### src/rtl/yl3_scroller.sv
// yl3_scroller: text-marquee engine that renders DIGITS-wide windows of a
// writable message buffer and hands each frame to the YL-3 driver.
//
// Ports:
//   clk, rst_n          clock, asynchronous active-low reset
//   wr_en/addr/char     message buffer write port (any state)
//   len, mode           message length and scroll mode, latched on start
//   run                 level-sensitive scroll enable
//   ready               driver accepts a frame
//   data, load          frame (digit 0 in the top byte) and its strobe
//   busy, pos           engine active, signed window start
module yl3_scroller #(
    parameter int DIGITS      = 8,
    parameter int MSG_DEPTH   = 32,
    parameter int STEP_CYCLES = 6250000,
    localparam int AW = (MSG_DEPTH > 1) ? $clog2(MSG_DEPTH) : 1,
    localparam int LW = $clog2(MSG_DEPTH + 1),
    localparam int PW = $clog2(MSG_DEPTH + DIGITS) + 1,
    localparam int FW = 8 * DIGITS
) (
    input  logic          clk,
    input  logic          rst_n,
    input  logic          wr_en,
    input  logic [AW-1:0] wr_addr,
    input  logic [7:0]    wr_char,
    input  logic [LW-1:0] len,
    input  logic          mode,
    input  logic          run,
    input  logic          ready,
    output logic [FW-1:0] data,
    output logic          load,
    output logic          busy,
    output logic [PW-1:0] pos
);

    localparam int CW = $clog2(DIGITS + 1);
    localparam int HW = $clog2(STEP_CYCLES + 1);
    localparam logic [FW-1:0] BLANK = {DIGITS{8'h20}};

    typedef enum logic [1:0] {
        IDLE,
        BUILD,
        PRESENT,
        HOLD
    } state_t;

    state_t state, state_nx;

    logic [7:0]           mem [MSG_DEPTH];
    logic [7:0]           rd_q;
    logic                 vld_q;
    logic [FW-1:0]        shadow;
    logic [CW-1:0]        bcnt;
    logic [HW-1:0]        hcnt;
    logic signed [PW-1:0] w;
    logic signed [PW-1:0] lim;
    logic                 up;
    logic                 mode_q;
    logic                 stop_q;

    logic signed [PW-1:0] neg_d;
    logic signed [PW-1:0] idx;
    logic                 in_rng;
    logic [AW-1:0]        rd_addr;
    logic [7:0]           byte_in;
    logic [FW-1:0]        frame_nx;
    logic                 last_build;
    logic                 hold_done;
    logic [LW-1:0]        len_c;
    logic signed [PW-1:0] lim_start;
    logic signed [PW-1:0] lo;
    logic signed [PW-1:0] hi;
    logic signed [PW-1:0] w_adv;
    logic                 up_adv;

    // Bounce limits: min/max of 0 and L-DIGITS.
    function automatic logic signed [PW-1:0] lo_of(
        input logic signed [PW-1:0] l
    );
        logic signed [PW-1:0] d;
        d = l - $signed(PW'(DIGITS));
        return d[PW-1] ? d : '0;
    endfunction

    function automatic logic signed [PW-1:0] hi_of(
        input logic signed [PW-1:0] l
    );
        logic signed [PW-1:0] d;
        d = l - $signed(PW'(DIGITS));
        return d[PW-1] ? '0 : d;
    endfunction

    assign neg_d      = -$signed(PW'(DIGITS));
    assign idx        = w + $signed(PW'(bcnt));
    assign in_rng     = !idx[PW-1] && (idx < lim);
    assign rd_addr    = idx[AW-1:0];
    assign byte_in    = vld_q ? rd_q : 8'h20;
    // Truncation keeps the low FW bits: shift left one byte, append new.
    assign frame_nx   = FW'({shadow, byte_in});
    assign last_build = (bcnt == CW'(DIGITS));
    assign hold_done  = (hcnt == HW'(STEP_CYCLES - 1));
    assign len_c      = (len > LW'(MSG_DEPTH)) ? LW'(MSG_DEPTH) : len;
    assign lim_start  = $signed(PW'(len_c));
    assign lo         = lo_of(lim);
    assign hi         = hi_of(lim);
    assign busy       = (state != IDLE);
    assign pos        = w;

    always_comb begin
        w_adv  = w;
        up_adv = up;
        if (!mode_q) begin
            w_adv = (w == lim - PW'(1)) ? neg_d : w + PW'(1);
        end else if (lo != hi) begin
            if (up) begin
                if (w >= hi) begin
                    w_adv  = w - PW'(1);
                    up_adv = 1'b0;
                end else begin
                    w_adv = w + PW'(1);
                end
            end else begin
                if (w <= lo) begin
                    w_adv  = w + PW'(1);
                    up_adv = 1'b1;
                end else begin
                    w_adv = w - PW'(1);
                end
            end
        end
    end

    always_comb begin
        state_nx = state;
        unique case (state)
            IDLE:    if (run) state_nx = BUILD;
            BUILD:   if (last_build) state_nx = PRESENT;
            PRESENT: begin
                if (ready) state_nx = (stop_q || !run) ? IDLE : HOLD;
            end
            HOLD: begin
                if (!run)          state_nx = IDLE;
                else if (hold_done) state_nx = BUILD;
            end
        endcase
    end

    always_ff @(posedge clk or negedge rst_n) begin
        if (!rst_n) state <= IDLE;
        else        state <= state_nx;
    end

    // Buffer: one write port, one registered read port, no reset.
    always_ff @(posedge clk) begin
        if (wr_en) mem[wr_addr] <= wr_char;
        rd_q <= mem[rd_addr];
    end

    always_ff @(posedge clk or negedge rst_n) begin
        if (!rst_n) begin
            data   <= BLANK;
            shadow <= BLANK;
            load   <= 1'b0;
            vld_q  <= 1'b0;
            bcnt   <= '0;
            hcnt   <= '0;
            w      <= '0;
            lim    <= '0;
            up     <= 1'b1;
            mode_q <= 1'b0;
            stop_q <= 1'b0;
        end else begin
            load <= (state == PRESENT) && ready;
            unique case (state)
                IDLE: begin
                    bcnt   <= '0;
                    hcnt   <= '0;
                    stop_q <= 1'b0;
                    if (run) begin
                        lim    <= lim_start;
                        mode_q <= mode;
                        up     <= 1'b1;
                        w      <= mode ? lo_of(lim_start) : neg_d;
                    end
                end
                BUILD: begin
                    // Read for digit bcnt issued now; byte for digit
                    // bcnt-1 arrives from the previous read.
                    vld_q <= in_rng;
                    if (!run) stop_q <= 1'b1;
                    if (bcnt != '0) shadow <= frame_nx;
                    if (last_build) begin
                        data <= frame_nx;
                        bcnt <= '0;
                    end else begin
                        bcnt <= bcnt + CW'(1);
                    end
                end
                PRESENT: begin
                    if (!run) stop_q <= 1'b1;
                    hcnt <= '0;
                end
                HOLD: begin
                    if (run) begin
                        if (hold_done) begin
                            hcnt <= '0;
                            w    <= w_adv;
                            up   <= up_adv;
                        end else begin
                            hcnt <= hcnt + HW'(1);
                        end
                    end
                end
            endcase
        end
    end

endmodule

### config.mk
export PLATFORM = sky130hd
export DESIGN_NAME = yl3_scroller
export DESIGN_NICKNAME = d
export VERILOG_FILES = /design/src/rtl/yl3_scroller.sv
export SDC_FILE = /design/constraint.sdc
export NUM_CORES = 1
export LEC_CHECK = 0
export CORE_UTILIZATION = 35
export CTS_BUF_LIST = sky130_fd_sc_hd__clkbuf_8
export CTS_CLUSTER_DIAMETER = 60
export CTS_CLUSTER_SIZE = 30
export DETAILED_ROUTE_END_ITERATION = 6
export GPL_TIMING_DRIVEN = 0
export PLACE_DENSITY = 0.49
export SETUP_SLACK_MARGIN = 0.3
export SLEW_MARGIN = 20
export SYNTH_ARGS = -nofsm -noshare
export SYNTH_HDL_FRONTEND = slang
export SYNTH_SLANG_ARGS = --single-unit
export TNS_END_PERCENT = 30
### constraint.sdc
create_clock -name clk -period 9 [get_ports clk]
set_input_delay 1.8 -clock clk [delete_from_list [all_inputs] [get_ports clk]]
set_output_delay 1.8 -clock clk [all_outputs]
set_load 0.02 [all_outputs]
After elaboration in Yosys (flattened, before gate mapping)
Memories as Yosys holds them, arrays and structs flattened. A register that Yosys moved wholly into a read port is not among the register bits.
Cells that the tools add are included.
{"block": "word_totals", "ff_bits": 167, "ram_bits": 256, "input_bits": 25, "output_inout_bits": 73, "elab_cells": 105, "n_memories": 1}
{"name": "mem", "depth": 32, "width": 8, "rd": 1, "rd_ports_with_merged_regs": 1, "write_ports": 1, "line": "49", "source": "logic [7:0] mem [MSG_DEPTH];"}
{"block": "op_classes", "add_sub_neg": 8, "order_cmp": 4, "eq_ne": 17, "muxes": 41, "reduce_logical": 22}
{"operator": "7-bit two-way mux", "n": 12}
{"operator": "23-bit two-way mux", "n": 2}
{"operator": "23-bit case mux with 2 select lines", "n": 1}
{"operator": "23-bit by 1-bit adder with 23-bit output (second input constant)", "n": 1}
{"operator": "23-bit == test (second input constant)", "n": 1}
{"operator": "2-bit inequality test (second input constant)", "n": 8}
{"operator": "7-bit case mux with 2 select lines", "n": 1}
{"operator": "6-bit by 4-bit subtractor with 7-bit output (second input constant)", "n": 2}
{"operator": "2-bit two-way mux", "n": 6}
{"operator": "6-bit two-way mux", "n": 2}
{"operator": "1-bit two-way mux", "n": 11}
{"operator": "2-bit AND reduction", "n": 5}
{"operator": "2-bit nonzero test", "n": 5}
{"operator": "8-bit two-way mux", "n": 1}
{"operator": "2-bit case mux with 4 select lines", "n": 1}
{"operator": "4-bit case mux with 2 select lines", "n": 1}
{"operator": "7-bit by 2-bit adder with 7-bit output (second input constant)", "n": 1}
{"operator": "7-bit by 5-bit adder with 7-bit output", "n": 1}
{"operator": "7-bit == test", "n": 1}
{"operator": "7-bit >= comparator", "n": 1}
{"operator": "7-bit less-or-equal comparator", "n": 1}
{"operator": "7-bit less-than comparator", "n": 1}
{"operator": "7-bit inequality test", "n": 1}
{"operator": "6-bit by 1-bit subtractor with 7-bit output (second input constant)", "n": 1}
{"operator": "18 further kinds", "n": 24}

Longest topological paths before layout
{"block": "depth", "ltp_word": 10, "depth_mapped": 11, "depth_no_buf": 11}

Worst setup path after synthesis
No wires, ideal clock.
{"block": "synth_timing", "kind": "register -> register", "start": "register w[0], in the netlist pos[0]", "end": "register vld_q", "setup_ns": 0.065, "arrival_time_ns": 3.192, "required_ns": 8.935, "path_slack_ns": 5.743, "stages_incl_launch_ff": 11, "n_path_buf": 1, "period_less_slack_ns": 3.257, "path_cell_list": "dfrtp_1 > ha_1 > fa_1 > xor2_1 > buf_6 > ha_1 > a21o_1 > a21o_1 > a21o_1 > a211oi_1 > mux2_2"}
{"block": "synth_via", "elab_chain_len": 3, "word_cells_on_any_way": 4, "classes_between": "add/sub (1); order compare (1); reduce/logical (2)"}
{"item": "start, declared", "line": "55", "source": "logic signed [PW-1:0] w;"}
{"item": "start signal, assigned", "line": "183", "source": "w <= mode ? lo_of(lim_start) : neg_d;"}
{"item": "start signal, assigned", "line": "207", "source": "w <= w_adv;"}
{"item": "7-bit by 5-bit adder with 7-bit output (*)", "line": "94", "source": "assign idx = w + $signed(PW'(bcnt));"}
{"item": "7-bit less-than comparator / 1-bit zero test (equally long branches)", "line": "95", "source": "assign in_rng = !idx[PW-1] && (idx < lim);"}
{"item": "1-bit logical AND (*)", "line": "95"}
{"item": "end signal, assigned", "line": "189", "source": "vld_q <= in_rng;"}
{"item": "end, declared", "line": "51", "source": "logic vld_q;"}
Mark *: on every way between the ends. The rest lies on a longest branch, timed or not.
A chain may end at the register's enable or synchronous reset.

Worst setup path in the final report
{"block": "layout_timing", "start": "register state[0]", "end": "output port busy"}
{"block": "layout_via", "elab_chain_len": 1}
{"item": "start, declared", "line": "47", "source": "state_t state, state_nx;"}
{"item": "start signal, assigned", "line": "150", "source": "else state <= state_nx;"}
{"item": "2-bit nonzero test", "line": "106", "source": "assign busy = (state != IDLE);"}
{"item": "end, declared", "line": "32", "source": "output logic busy,"}
Every way passes these cells.

==> flow_summary.ini <==
[timing]
finalMaxSlewViolations = 0
slew-limit-headroom_pct = 34.7
fin_hold_ws_ns = 0.479
tightestPinTransition_ns = 0.972
fin_crit_ns = 4.14
tns_ns = 0
hold_violations = 0
fmax_mhz = 242
setup_viol = 0
skew_ns = 0.0612
min_period_over_period_pct = 46.0
rsz0062_at_grt = false

[floorplanning]
coreArea_sq_um = 51400
ios = 98
start_util_pct = 35.4
dieArea_sq_um = 53000
die_w_um = 230
dieHeight_um = 230
rows = 83

[min_path]
hold_start = rd_q[0]$_DFF_P_
whs_path_depth = 2
hold_path.class = reg2reg
worst_hold_path.endpoint = shadow[0]$_DFFE_PN0P_

[logic_synthesis]
syn-cell-area_sq_um = 18200
synth_cell_type_count = 61
syn_avg_cell_area_sq_um = 16.1
ys.flop_type = edfxtp_1
synth_largest_area_cell = edfxtp_1
ys_top_cells_by_count = 256 x edfxtp_1, 151 x dfrtp_1, 116 x mux2_2, 79 x mux4_2, 67 x nand2_1
yosysWarnings = 0
ys_async_sr_fraction_pct = 38.7
yosysSeqAreaShare_pct = 66.1
synth.top_cell.area_share_pct = 42.2
synth_edf_count = 256
syn_inst = 1129
synth.area.top_cells = edfxtp_1 42%, dfrtp_1 21%, mux4_2 9.8%
synth_seq_cells = 431
synth.most_common_cell = edfxtp_1
synth_fp_nets = 1192

[worst_setup_path]
path_delay_family = buffers and inverters
cp.arrival_ns = 2.34
reg2regPathDepth = 7
reg2reg_setup_slack_ns = 5.04
r2r_end = rd_q[1]$_DFF_P_
critPathBufInv = 4
r2r-start = pos[0]$_DFFE_PN0P_
crit_chain = inv_1 > ha_1 > clkbuf_1 > inv_1 > clkdlybuf4s50_1
cp.depth = 5
path_common_cell = inv_1
cp_max_fo = 8
slowest_delay_ns = 0.57
slowest_stage = clkdlybuf4s50_1
start_kind = register
required_ns = 7.20
endpoint_kind = primary output
critPathKind = reg2out

[outcome]
outcome = finished, final reports clean

[place]
gp_congestion = 0.802
place_hpwl_mm = 27.9
dp.cells = 1907
io_buffers = 97

[clock_tree]
cts-root-buf = clkbuf_8
clkSlewWorstSetupHoldPaths_ns = 0.13
cts_setup_buffers = 0
cts_buffers = 36
cts_sinks = 431
insertion_delay_ns = 0.64
post_cts_resized = 0
clock_path_buffers = 3
hold_buffers = 0
htreeDepth = 2
cts_tree = yes

[power]
ir_drop_mv = 0.125
cell_internal_pwr_mw = 4.09
p_seq_share_pct = 38.4
power_density_nw_per_um2 = 309
design_power_total_mw = 6.43
power.static_leakage_nw = 7.71
switching_share_pct = 36.3
p_clk_share_pct = 18.5
p_sw_mw = 2.34
power_frac_comb_pct = 43.1

[run]
cap_violations = 0

[drt]
dr_total_vias = 9857
ant_nets = 0
wl_per_cell_um = 20.4
drc = 0
dr.pass1.iters = 5
vias_per_cell = 5.00
wl_mm = 40.3
drtIter0Drc = 680

[grt]
grt-ovfl-total = 0
track_usage_pct = 15.6
antenna_found_initial = 0
grt_max_degree = 87
grt_pass1_vias = 10300
grt_pass1_wl_mm = 62.7

[finish]
diodes = 0
area.growth.synth_to_final_pct = 14.2
stdcell_count = 1971
final_layout_size_suffix_gt1_share_pct = 23.9
final_nets = 1328
## through the flow
stage / setup WS, ns / area [sq um] / util (%)
3_5_place_dp: 4.80 / 20100 / 39.0
2_1_floorplan: 5.74 / 18200 / -
4_1_cts: 4.78 / 20800 / 40.5
5_1_grt: 4.70 / 20800 / 40.5
6_report: 4.86 / 20800 / 40.5
3_3_place_gp: -1.02 / 20000 / 39.0
## sequential cells by signal, indices dropped and copies added (netlist names)
name    cells
data       64
lim         6
hcnt       23
pos         7
up          1
stop_q      1
mode_q      1
mem       256
vld_q       1
rd_q        8
shadow     56
load        1
state       2
bcnt        4
## power groups by stage
stage                     clock (mW)  sequential (mW)  combinational [mW]
after floorplan                    0             2.48                1.97
after global placement             0             2.52                2.82
after detailed placement           0             2.52                2.83
after CTS                       1.24             2.47                2.84
after global routing            1.31             2.50                3.04
final                           1.19             2.47                2.77
## layer usage
metal	vias up	GRT usage [%]	share of wire, %
li1	4563	-	-
met1	5047	20.7	45
met2	184	25.6	48
met3	63	2.93	4.3
met4	0	5.34	2.7
met5	-	0	0
## worst max-delay path by stage
stage | from | endpoint | slack [ns]
finish | state[0]$_DFFE_PN0P_ | busy | 4.86
global route | state[1]$_DFFE_PN0P_ | busy | 4.70
CTS | state[1]$_DFFE_PN0P_ | busy | 4.78
detailed placement | wr_en | mem[4][2]$_DFFE_PP_ | 4.80
global placement | rst_n | data[31]$_DFFE_PN0P_ | -1.02
floorplan | pos[0]$_DFFE_PN0P_ | vld_q$_DFFE_PN0P_ | 5.74
## cell type report
class	instances	area (sq um)
clock buffer	38	523
tap	680	851
sequential	431	12000
buffer	50	239
clock inverter	26	243
timing repair buffer	98	963
multi-input combinational	623	5850
fill	4740	30600
inverter	25	93.8
## logic make-up after synthesis
group           synth area share, %
compound gates                 4.45
xor+xnor                       1.59
buf+inv                        1.83
fa+ha+maj                      2.65
mux                            17.3
simple gates                   6.09
flops                          66.1
## worst register-to-register path: stages, from the launching register on
cell      delay (ns)
dfrtp_1         0.51
ha_1            0.30
fa_1            0.53
clkbuf_1        0.57
clkbuf_1        0.69
mux4_2          0.47
mux4_2          0.54
mux2_2          0.28
## cells in the final DEF (no fill, tap or decap), drive strengths merged, types with 9 or more instances in the layout
master         count
xnor2             21
edfxtp           256
nand2b             9
dfstp             16
and3              11
inv               37
o21ai             60
a21o              12
mux4              80
clkinv            10
xor2              12
a31oi             10
a21oi             18
buf               30
nand2             67
mux2             117
clkdlybuf4s50     88
clkbuf            68
nor2              64
nand3             18
dfrtp            151
ha                37
Power figures use the tool's default switching activity.
